### config.mk
export PLATFORM = sky130hd
export DESIGN_NAME = match_scoreboard
export DESIGN_NICKNAME = d
export VERILOG_FILES = /design/src/rtl/match_scoreboard.sv
export SDC_FILE = /design/constraint.sdc
export NUM_CORES = 1
export LEC_CHECK = 0
export ABC_AREA = 1
export CORE_AREA = 10 10 72 74
export DETAILED_ROUTE_END_ITERATION = 12
export DIE_AREA = 0 0 82 84
export GPL_ROUTABILITY_DRIVEN = 0
export PLACE_DENSITY = 0.68
export SLEW_MARGIN = 5
export SYNTH_ARGS = -nofsm -noshare
export SYNTH_HDL_FRONTEND = slang
export SYNTH_SLANG_ARGS = --single-unit
### constraint.sdc
create_clock -name clk -period 1.6 [get_ports clk]
set_input_delay 0.16 -clock clk [delete_from_list [all_inputs] [get_ports clk]]
set_output_delay 0.16 -clock clk [all_outputs]
set_load 0.005 [all_outputs]
### src/rtl/match_scoreboard.sv
// N-player match score keeper: edge-detected goal counting, post-goal freeze,
// winner latch at WIN_SCORE and restart handling. All outputs are registered.
module match_scoreboard #(
    parameter int NUM_PLAYERS = 2,
    parameter int SCORE_W     = 4,
    parameter int WIN_SCORE   = 9,
    parameter int HOLD_CYCLES = 16
) (
    input  logic                           clk,
    input  logic                           reset,
    input  logic [NUM_PLAYERS-1:0]         goal,
    input  logic                           restart,
    output logic [NUM_PLAYERS*SCORE_W-1:0] scores,
    output logic [NUM_PLAYERS-1:0]         score_event,
    output logic                           goal_hold,
    output logic                           game_over,
    output logic [NUM_PLAYERS-1:0]         winner
);

    localparam int CNT_W = (HOLD_CYCLES > 1) ? $clog2(HOLD_CYCLES) : 1;
    localparam logic [CNT_W-1:0]   HOLD_LOAD = (HOLD_CYCLES > 0) ? CNT_W'(HOLD_CYCLES - 1) : '0;
    localparam logic [SCORE_W-1:0] WIN_VAL   = SCORE_W'(WIN_SCORE);

    typedef enum logic [1:0] {
        ST_PLAY,
        ST_HOLD,
        ST_OVER
    } state_t;

    state_t                           state_q, state_d;
    logic [CNT_W-1:0]                 cnt_q, cnt_d;
    logic [NUM_PLAYERS-1:0]           goal_q, goal_d;
    logic [NUM_PLAYERS*SCORE_W-1:0]   scores_q, scores_d;
    logic [NUM_PLAYERS-1:0]           score_event_q, score_event_d;
    logic                             goal_hold_q, goal_hold_d;
    logic                             game_over_q, game_over_d;
    logic [NUM_PLAYERS-1:0]           winner_q, winner_d;

    logic [NUM_PLAYERS-1:0]           rise;
    logic [NUM_PLAYERS-1:0]           win_mask;
    logic [NUM_PLAYERS*SCORE_W-1:0]   inc_scores;

    // Candidate scores if every riser were credited; saturates at WIN_SCORE.
    always_comb begin
        rise       = goal & ~goal_q;
        goal_d     = goal;
        inc_scores = scores_q;
        win_mask   = '0;
        for (int unsigned i = 0; i < NUM_PLAYERS; i++) begin
            if (rise[i] && (scores_q[i*SCORE_W +: SCORE_W] != WIN_VAL)) begin
                inc_scores[i*SCORE_W +: SCORE_W] = scores_q[i*SCORE_W +: SCORE_W] + SCORE_W'(1);
            end
            win_mask[i] = rise[i] && (inc_scores[i*SCORE_W +: SCORE_W] == WIN_VAL);
        end
    end

    always_ff @(posedge clk or posedge reset) begin
        if (reset) begin
            state_q <= ST_PLAY;
        end else begin
            state_q <= state_d;
        end
    end

    always_comb begin
        state_d = state_q;
        cnt_d   = cnt_q;
        if (restart) begin
            state_d = ST_PLAY;
            cnt_d   = '0;
        end else begin
            case (state_q)
                ST_PLAY: begin
                    if (|rise) begin
                        if (|win_mask) begin
                            state_d = ST_OVER;
                        end else if (HOLD_CYCLES > 0) begin
                            state_d = ST_HOLD;
                            cnt_d   = HOLD_LOAD;
                        end
                    end
                end
                ST_HOLD: begin
                    if (cnt_q == '0) begin
                        state_d = ST_PLAY;
                    end else begin
                        cnt_d = cnt_q - CNT_W'(1);
                    end
                end
                ST_OVER: state_d = ST_OVER;
                default: state_d = ST_PLAY;
            endcase
        end
    end

    // Flags follow the next state so they line up with the state register.
    always_comb begin
        scores_d      = scores_q;
        score_event_d = '0;
        winner_d      = winner_q;
        goal_hold_d   = (state_d == ST_HOLD);
        game_over_d   = (state_d == ST_OVER);
        if (restart) begin
            scores_d = '0;
            winner_d = '0;
        end else if ((state_q == ST_PLAY) && (|rise)) begin
            scores_d      = inc_scores;
            score_event_d = rise;
            if (|win_mask) begin
                winner_d = win_mask;
            end
        end
    end

    always_ff @(posedge clk or posedge reset) begin
        if (reset) begin
            cnt_q         <= '0;
            goal_q        <= '1;
            scores_q      <= '0;
            score_event_q <= '0;
            goal_hold_q   <= 1'b0;
            game_over_q   <= 1'b0;
            winner_q      <= '0;
        end else begin
            cnt_q         <= cnt_d;
            goal_q        <= goal_d;
            scores_q      <= scores_d;
            score_event_q <= score_event_d;
            goal_hold_q   <= goal_hold_d;
            game_over_q   <= game_over_d;
            winner_q      <= winner_d;
        end
    end

    assign scores      = scores_q;
    assign score_event = score_event_q;
    assign goal_hold   = goal_hold_q;
    assign game_over   = game_over_q;
    assign winner      = winner_q;

endmodule

==> impl_metrics.json, run 1 <==
{
  "critPathTopFamily": "simple AND/OR/NAND/NOR gates",
  "wl_per_cell_um": 11.7,
  "fin_ws_ns": -0.0145,
  "clk_pin_slew_ns": 0.09,
  "grt_max_degree": 23,
  "synth_area_um2": 1340,
  "clockBufferDepth": 2,
  "syn_area_per_cell_um2": 8.38,
  "worstSetupEndpointType": "flop",
  "die_area_um2": 6890,
  "fill_cells": 373,
  "io_buffers": 18,
  "drive_above_1_share_pct": 39.7,
  "worst-path-buf-inv": 2,
  "syn_nets": 170,
  "synth_top_family_by_area": "simple AND/OR/NAND/NOR gates",
  "ys_seq_area_share_pct": 41.3,
  "grt_pass1_wl_um": 4680,
  "skew_ns": 0.00403,
  "fmax_ghz": 0.619,
  "drtIter0Drc": 61,
  "grt_usage_pct": 8.53,
  "num_rows": 23,
  "synthAdderAreaFrac_pct": 4.67,
  "crit_arrival_ns": 1.77,
  "worst_slew_pin_slew_ns": 0.282,
  "synth-seq-cells": 22,
  "seq_area_um2": 554,
  "routed_via_density": 4.52,
  "cts_tree": "built",
  "reg2reg_setup_slack_ns": -0.01,
  "die_w_um": 82,
  "hold_buffers": 0,
  "antenna_found_initial": 0,
  "cts-root-buf": "clkbuf_8",
  "whs_ns": 0.223,
  "rsz0062_at_grt": "yes",
  "cpMostUsedCell": "nand2_2",
  "clock_sinks": 22,
  "fp.coreArea_um2": 3860,
  "num_io_pins": 19,
  "worstPathCellList": "inv_2 -> ha_4 -> nand3_4 -> nand2_4 -> inv_2 -> nand2_2 -> nand2_2 -> nor2_4 -> nand2_2 -> nand3_4 -> nand2_4 -> nand2_1 -> nand2_1",
  "hp-class": "input port to asynchronous set/reset pin",
  "grt-ovfl-total": 0,
  "synth_compound_gate_area_share_pct": 7.38,
  "initial_core_util_pct": 34.8,
  "cpPeakStageDelay_ns": 0.42,
  "setup_viol": 4,
  "violations": "negative setup slack",
  "htree_levels": 1,
  "insertedDiodeCount": 0,
  "synth-xor-area-share_pct": 2.61,
  "dr.pass1.iters": 4,
  "routed_wl_um": 2980,
  "fin_crit_sh_pct": 101,
  "vdd_ir_drop_max_mv": 0.564,
  "grt_pass1_vias": 1034,
  "ys_warn_count": 0,
  "drc": 0,
  "fin_crit_ns": 1.61,
  "final-max-slew-violation-count": 0,
  "ant_nets": 0,
  "syn-instance-count": 160,
  "worstSetupStartpointType": "flop",
  "nets": 215,
  "maxCapViolCount": 0,
  "report.final.hold_viol_count": 0,
  "cp_data_required_time_ns": 1.76,
  "cp_slowest_cell": "dfrtp_1",
  "slew_headroom_pct": 81.2,
  "power.density_nw_per_um2": 780,
  "num_vias": 1147,
  "synthMuxAreaShare_pct": 0,
  "crit_type": "flop to flop",
  "dieHeight_um": 84,
  "synthDistinctLibCells": 27,
  "area_growth_pct": 43.9,
  "power.leakage_nw": 0.934,
  "status": "complete, but fails checks",
  "yosys.area_share.simple_pct": 36.0,
  "place_hpwl_um": 2080,
  "clock_latency_ns": 0.26,
  "multi_input_area_um2": 785,
  "critPathMaxFanout": 7,
  "numCtsBuffers": 3,
  "power_mw": 1.50
}
-- cell usage in the layout (no fill, tap or decap), types with 2 or more instances in the layout --
cell | synthesis | final
ha_1 | 5 | 2
nand3_1 | 13 | 9
nand3_2 | 3 | 5
nand3_4 | 1 | 3
clkbuf_8 | 0 | 3
nand2_1 | 40 | 35
nor2_4 | 3 | 5
o22ai_1 | 3 | 3
a21oi_2 | 0 | 2
clkdlybuf4s50_1 | 0 | 17
ha_4 | 0 | 2
nand4_1 | 2 | 2
inv_1 | 15 | 13
buf_4 | 0 | 22
nand3b_1 | 2 | 2
o21ai_0 | 7 | 7
dfstp_2 | 2 | 2
nand2_4 | 4 | 5
a21oi_1 | 4 | 2
nor2_1 | 7 | 7
inv_2 | 9 | 11
nand2_2 | 7 | 11
dfrtp_1 | 20 | 19
xor2_1 | 3 | 3
-- synthesized netlist by cell type --
cell      instances  area share [%]
nand2_1          40              11
dfrtp_1          20              37
inv_1            15             4.2
nand3_1          13             4.9
inv_2             9             2.5
nand2_2           7             3.3
nor2_1            7             2.0
o21ai_0           7             2.6
ha_1              5             4.7
a21oi_1           4             1.5
nand2_4           4             3.4
nand3_2           3             2.2
nor2_2            3             1.4
nor2_4            3             2.5
o22ai_1           3             1.4
xor2_1            3             2.0
dfstp_2           2             3.9
nand3b_1          2             1.1
nand4_1           2            0.93
a21oi_4           1             1.2
buf_6             1            0.84
inv_4             1            0.47
nand3_4           1             1.3
nor2_8            1             1.5
nor3_1            1            0.37
o21ai_2           1            0.65
xnor2_1           1            0.65
-- state kept, by name, summed over array words and instances (netlist names) --
register,count
cnt_q,4
game_over,1
goal_hold,1
goal_q,2
score_event,2
scores,8
state_q,2
winner,2
-- cells by family (layout without fill, tap and decap cells) --
logic type      after synthesis  in the layout
simple gates                 87             87
xor+xnor                      4              4
fa+ha+maj                     5              5
buf+inv                      26             70
compound gates               16             16
flops                        22             22
-- power by group --
part | internal, mW | switching, mW
sequential | 0.595 | 0.0367
combinational | 0.161 | 0.186
clock | 0.334 | 0.190
-- repair_timing --
item                       4_1_cts  5_1_grt
pin swaps                        7        5
hold endpoints to repair         0        0
gates resized for setup          6       21
setup endpoints to repair        8       12
setup buffers                    5        2
-- per-stage QoR --
| stage | setup TNS, ns | setup WS [ns] | utilization, % | cell area [um^2] | instances |
|---|---|---|---|---|---|
| after detailed placement | -1.78 | -0.172 | 43.9 | 1690 | 243 |
| after global placement | -1.47 | -0.138 | 43.9 | 1690 | 243 |
| after CTS | -0.0492 | -0.0234 | 47.3 | 1820 | 252 |
| after floorplan | 0 | 0.0458 | - | 1340 | 160 |
| final | -0.0303 | -0.0145 | 50.0 | 1930 | 254 |
| after global routing | -1.10 | -0.146 | 50.0 | 1930 | 254 |
-- layer usage --
metal  vias to the layer above  share of wire, %  track usage (%)
li1                        596                 -                -
met1                       525                44             10.4
met2                        20                50             13.1
met3                         6               4.8             3.56
met4                         0               1.5             2.79
met5                         -                 0                0
-- final cells by class --
cell class                 instances  share of cell area, %
timing repair buffer              41                   18.6
inverter                          25                   5.00
clock inverter                     1                   1.56
tap                               50                   3.24
clock buffer                       3                   2.14
sequential                        22                   28.7
multi-input combinational        112                   40.7
-- tightest hold or removal path, delay by kind of cell --
kind | cells | cell delay [ns]
buf+inv | 3 | 0.72
-- worst paths after layout --
path	from	cells past startpoint	end
min in group clk	goal[1]	1	goal_q[1]
max in group asynchronous	reset	3	goal_q[1]
min	reset	3	game_over
min reg2reg	winner[0]	2	winner[0]
max	scores[1]	13	cnt_q[0]
max reg2reg	scores[1]	13	cnt_q[0]
(Power assumes the default switching activity.)
==> run 2, diff against run 1 <==
- REMOVE_ABC_BUFFERS: default -> 1
==> run 2 against run 1 <==
The flow still finishes with violations (negative setup slack). Largest cell class unchanged. Flip-flop and latch count unchanged. Highest routed layer unchanged. Global-route usage rose by 0.79 points. Total power fell by 11%. First-iteration DRC count fell by 21%. Non-clock buffer count grew 2. Die area unchanged. Critical endpoint is now winner[0]. Core utilization is 0.16 points higher. Critical path type unchanged.
==> impl_metrics.json, run 2 (synthesized netlist as in run 1, its figures left out) <==
{
  "drc": 0,
  "num_vias": 1148,
  "report.final.hold_viol_count": 0,
  "drtIter0Drc": 48,
  "cp_data_required_time_ns": 1.75,
  "numCtsBuffers": 3,
  "clockBufferDepth": 2,
  "wl_per_cell_um": 12.1,
  "comb_power_share_pct": 27.5,
  "p_sw_share_pct": 29.9,
  "fin_crit_ns": 1.65,
  "slew_headroom_pct": 74.3,
  "crit_arrival_ns": 1.80,
  "power.leakage_nw": 0.937,
  "grt_use_met1_pct": 10.6,
  "fp.coreArea_um2": 3860,
  "internal_power_uw": 933,
  "instances_no_fill": 255,
  "status": "complete, but fails checks",
  "drive_above_1_share_pct": 41.5,
  "p_sw_uw": 399,
  "initial_core_util_pct": 34.8,
  "dr.pass1.iters": 4,
  "cts-root-buf": "clkbuf_8",
  "final_cell_mix": "nand2_1 (30), buf_4 (25), dfrtp_1 (18), clkdlybuf4s50_1 (18), nand2_2 (14)",
  "cts_tree": "built",
  "grt_max_degree": 23,
  "power.density_nw_per_um2": 688,
  "setup_viol": 5,
  "place_hpwl_um": 2100,
  "insertedDiodeCount": 0,
  "fill_cells": 385,
  "clkPwrFrac_pct": 25.1,
  "clock_latency_ns": 0.26,
  "num_rows": 23,
  "nets": 217,
  "largest_register_ff_count": 8,
  "clock_sinks": 22,
  "rsz0062_at_grt": "yes",
  "dieHeight_um": 84,
  "die_area_um2": 6890,
  "grt_usage_pct": 9.32,
  "ant_nets": 0,
  "rr_startpoint": "scores[0]",
  "routed_via_density": 4.50,
  "maxCapViolCount": 0,
  "htree_levels": 1,
  "io_buffers": 18,
  "routed_wl_um": 3090,
  "worstSetupStartpointType": "flop",
  "dp.cells": 240,
  "num_io_pins": 19,
  "met3_usage_pct": 1.72,
  "grt-ovfl-total": 0,
  "worstSetupEndpointType": "flop",
  "multi_input_area_um2": 806,
  "cp-startpoint": "scores[0]",
  "seq_area_um2": 556,
  "vdd_ir_drop_max_mv": 0.307,
  "grt_pass1_vias": 1172,
  "clk_pin_slew_ns": 0.07,
  "area_growth_pct": 44.4,
  "violations": "negative setup slack",
  "final-max-slew-violation-count": 0,
  "skew_ns": 0.00219,
  "fin_crit_sh_pct": 103,
  "hp-class": "input port to asynchronous set/reset pin",
  "fin_ws_ns": -0.0481,
  "crit_type": "flop to flop",
  "grt_pass1_wl_um": 5180,
  "die_w_um": 82,
  "final_common_cell": "nand2_1",
  "p_seq_share_pct": 47.4,
  "critPathMaxFanout": 6,
  "grt_busiest_layer": "met2",
  "antenna_found_initial": 0,
  "use_met2_pct": 16.0,
  "whs_ns": 0.224,
  "worst_slew_pin_slew_ns": 0.384,
  "fmax_ghz": 0.607
}
## run 2: changes by cell type in the layout (fill, tap and decap cells not counted), sizes merged
| cell | before | now |
|---|---|---|
| bufinv | 1 | 0 |
| clkdlybuf4s50 | 17 | 18 |
| buf | 23 | 25 |
| dlymetal6s2s | 1 | 0 |
## run 2: path summary, 6_finish.rpt
| path | to | slack [ns] | depth (start not counted) |
|---|---|---|---|
| max in group asynchronous | goal_q[0] | 1.10 | 3 |
| setup / recovery | winner[0] | -0.05 | 12 |
| setup reg to reg | winner[0] | -0.05 | 12 |
| hold reg to reg | winner[1] | 0.52 | 2 |
| hold / removal | cnt_q[3] | 0.22 | 3 |
| min in group clk | goal_q[1] | 0.35 | 1 |
## run 2: layout make-up
type	count	share of cell area, %
Clock buffer	3	2.13
Sequential cell	22	28.7
Inverter	25	5.24
Tap cell	50	3.23
Timing Repair Buffer	43	19.0
Multi-Input combinational cell	112	41.7
## run 2: power groups by stage
stage,logic [mW],clock network [mW],registers (mW)
floorplan,0.196,0,0.635
global placement,0.299,0,0.639
detailed placement,0.304,0,0.639
CTS,0.335,0.347,0.629
global route,0.409,0.374,0.639
finish,0.366,0.334,0.632
## run 2: routing by layer
metal  vias to the layer above  share of wire [%]
met5                         -                  0
met4                         0                2.5
met3                         8                4.3
met2                        19                 52
met1                       522                 42
li1                        599                  -
## run 2: metrics by stage
stage | area, um^2 | setup slack [ns] | util [%] | TNS [ns] | power [mW]
2_1_floorplan | 1330 | 0.0458 | - | 0 | 0.832
3_3_place_gp | 1670 | -0.128 | 43.3 | -1.17 | 0.937
3_5_place_dp | 1670 | -0.154 | 43.3 | -1.44 | 0.943
4_1_cts | 1830 | -0.0207 | 47.3 | -0.0614 | 1.31
5_1_grt | 1930 | -0.138 | 50.2 | -1.02 | 1.42
6_report | 1930 | -0.0481 | 50.2 | -0.149 | 1.33
## run 2: worst max-delay path, cell delays in order (launching register included)
cell and delay, ns:
dfrtp_2 0.45, ha_4 0.18, nand3_4 0.10, nand2_8 0.09, inv_6 0.07, nand2_4 0.05, nand2_4 0.06, nor2_4 0.05
buf_4 0.12, buf_4 0.12, buf_4 0.12, nand3_1 0.07, nand2_1 0.05
## run 2: repair_timing
action | in CTS | in global routing
gates cloned | 0 | 0
setup endpoints to repair | 8 | 12
pin swaps | 6 | 9
hold buffers | 0 | 0
hold endpoints to repair | 0 | 0
resized for setup | 10 | 24
setup buffers | 10 | 2
==> run 3, diff against run 2 <==
- CORE_AREA: 10 10 72 74 -> 10 10 75 71
- DIE_AREA: 0 0 82 84 -> 0 0 85 81
- PLACE_DENSITY: 0.68 -> 0.66
- clock period: 1.6 -> 1.7 ns (I/O delays scaled with it)
==> run 3 against run 2 <==
The flow now finishes without violations. Setup slack improved by 0.085 ns. Die area about the same. Critical path depth shrank 2. Combinational power decreased by 15%. Critical path type unchanged. Highest routed layer unchanged.
==> impl_metrics.json, run 3 (synthesized netlist as in run 1, its figures left out) <==
{
  "status": "complete, no violations",
  "cts-root-buf": "clkbuf_8",
  "routed_wl_um": 2870,
  "ant_nets": 0,
  "insertedDiodeCount": 0,
  "dr.pass1.iters": 4,
  "die_w_um": 85,
  "power.leakage_nw": 0.880,
  "grt_pass1_wl_um": 4910,
  "clock_sinks": 22,
  "p_sw_uw": 376,
  "grt-ovfl-total": 0,
  "vdd_ir_drop_max_mv": 0.499,
  "area_growth_pct": 37.6,
  "drtIter0Drc": 42,
  "crit_arrival_ns": 1.86,
  "final_cell_mix": "nand2_1 (35), dfrtp_1 (18), clkdlybuf4s50_1 (18), buf_4 (18), inv_1 (13)",
  "numCtsBuffers": 3,
  "cpPeakStageDelay_ns": 0.43,
  "die_area_um2": 6890,
  "num_vias": 1126,
  "place_hpwl_um": 2130,
  "clockBufferDepth": 2,
  "routed_via_density": 4.56,
  "drive_above_1_share_pct": 36.7,
  "num_rows": 22,
  "num_io_pins": 19,
  "htree_levels": 1,
  "antenna_found_initial": 0,
  "grt_usage_pct": 8.48,
  "critPathTopFamily": "simple AND/OR/NAND/NOR gates",
  "fin_crit_ns": 1.66,
  "maxCapViolCount": 0,
  "crit_type": "flop to flop",
  "io_buffers": 18,
  "worstSetupStartpointType": "flop",
  "clk_pin_slew_ns": 0.08,
  "fin_crit_sh_pct": 97.8,
  "largest_register_ff_count": 8,
  "cts_tree": "built",
  "final_common_cell": "nand2_1",
  "cp_data_required_time_ns": 1.90,
  "comb_power_share_pct": 24.3,
  "worstSetupEndpointType": "flop",
  "fmax_ghz": 0.601,
  "report.final.hold_viol_count": 0,
  "wl_per_cell_um": 11.6,
  "tns_ns": 0,
  "critPathMaxFanout": 7,
  "hp-class": "input port to asynchronous set/reset pin",
  "worst_slew_pin_slew_ns": 0.284,
  "worst-path-buf-inv": 1,
  "initial_core_util_pct": 34.5,
  "skew_ns": 0.00130,
  "cp_slowest_cell": "dfrtp_1",
  "setup_viol": 0,
  "cpMostUsedCell": "nand2_1",
  "reg2regPathDepth": 10,
  "internal_power_uw": 908,
  "slew_headroom_pct": 81.1,
  "p_seq_share_pct": 46.4,
  "clkPwrFrac_pct": 29.3,
  "dieHeight_um": 81,
  "grt_pass1_vias": 1101,
  "cp-startpoint": "scores[1]",
  "final-max-slew-violation-count": 0,
  "worstPathCellList": "buf_4 -> ha_2 -> xnor2_2 -> o21ai_2 -> nor2_4 -> nand2_2 -> nand3_4 -> nand2_4 -> nand2_1 -> nand2_1",
  "p_sw_share_pct": 29.3,
  "clock_latency_ns": 0.26,
  "nets": 210,
  "dpl_worst_slack_ns": -0.0488,
  "fin_ws_ns": 0.0374,
  "rr_startpoint": "scores[1]",
  "rsz0062_at_grt": "yes",
  "grt_max_degree": 23,
  "drc": 0,
  "power.density_nw_per_um2": 696,
  "hold_buffers": 0,
  "fp.coreArea_um2": 3880,
  "worst-path-stages": 10
}
[run 3: metrics by stage]
stage	hold WS, ns	cell area, um^2	total power, mW	utilization (%)	instances
2_1_floorplan	0.158	1330	0.783	-	159
3_3_place_gp	0.497	1650	0.879	42.6	236
3_5_place_dp	0.491	1650	0.884	42.6	236
4_1_cts	0.254	1710	1.27	44.0	240
5_1_grt	0.289	1840	1.36	47.5	247
6_report	0.237	1840	1.28	47.5	247
[run 3: what timing repair did]
action | CTS | global route
buffers inserted | 0 | 7
gates resized for setup | 0 | 21
endpoints found under the setup margin | 0 | 10
[run 3: final cells by class]
| type | instances | area, um^2 |
|---|---|---|
| tap | 48 | 60.1 |
| multi-input combinational | 112 | 762 |
| sequential | 22 | 556 |
| clock buffer | 4 | 55.1 |
| timing repair buffer | 36 | 315 |
| fill | 382 | 2040 |
| inverter | 25 | 96.3 |
[run 3: final timing paths]
| check | end | slack (ns) |
|---|---|---|
| worst max-delay path | cnt_q[3] | 0.04 |
| worst min-delay path | scores[5] | 0.24 |
| worst max register to register | cnt_q[3] | 0.04 |
| worst min register to register | winner[0] | 0.51 |
| max in group asynchronous | goal_q[0] | 1.18 |
| min in group clk | goal_q[1] | 0.35 |
[run 3: per-layer routing]
| layer | GRT usage (%) | vias up | wire length [um] |
|---|---|---|---|
| li1 | - | 585 | - |
| met1 | 10.4 | 519 | 1350 |
| met4 | 1.97 | 0 | 22 |
| met3 | 3.30 | 2 | 172 |
| met2 | 13.8 | 20 | 1330 |
| met5 | 0 | - | 0 |
[run 3: power by group through the flow]
stage,combinational [mW],clock [mW],sequential (mW)
2_1_floorplan,0.185,0,0.598
3_3_place_gp,0.277,0,0.602
3_5_place_dp,0.281,0,0.603
4_1_cts,0.283,0.389,0.593
5_1_grt,0.354,0.405,0.602
6_report,0.312,0.376,0.595
[run 3: worst reg2reg max path: cells and delay by family, from the launching register on]
kind,cells,cell delay [ns]
buf+inv,1,0.16
fa+ha+maj,1,0.18
simple gates,6,0.50
flops,1,0.43
compound gates,1,0.19
xor+xnor,1,0.13
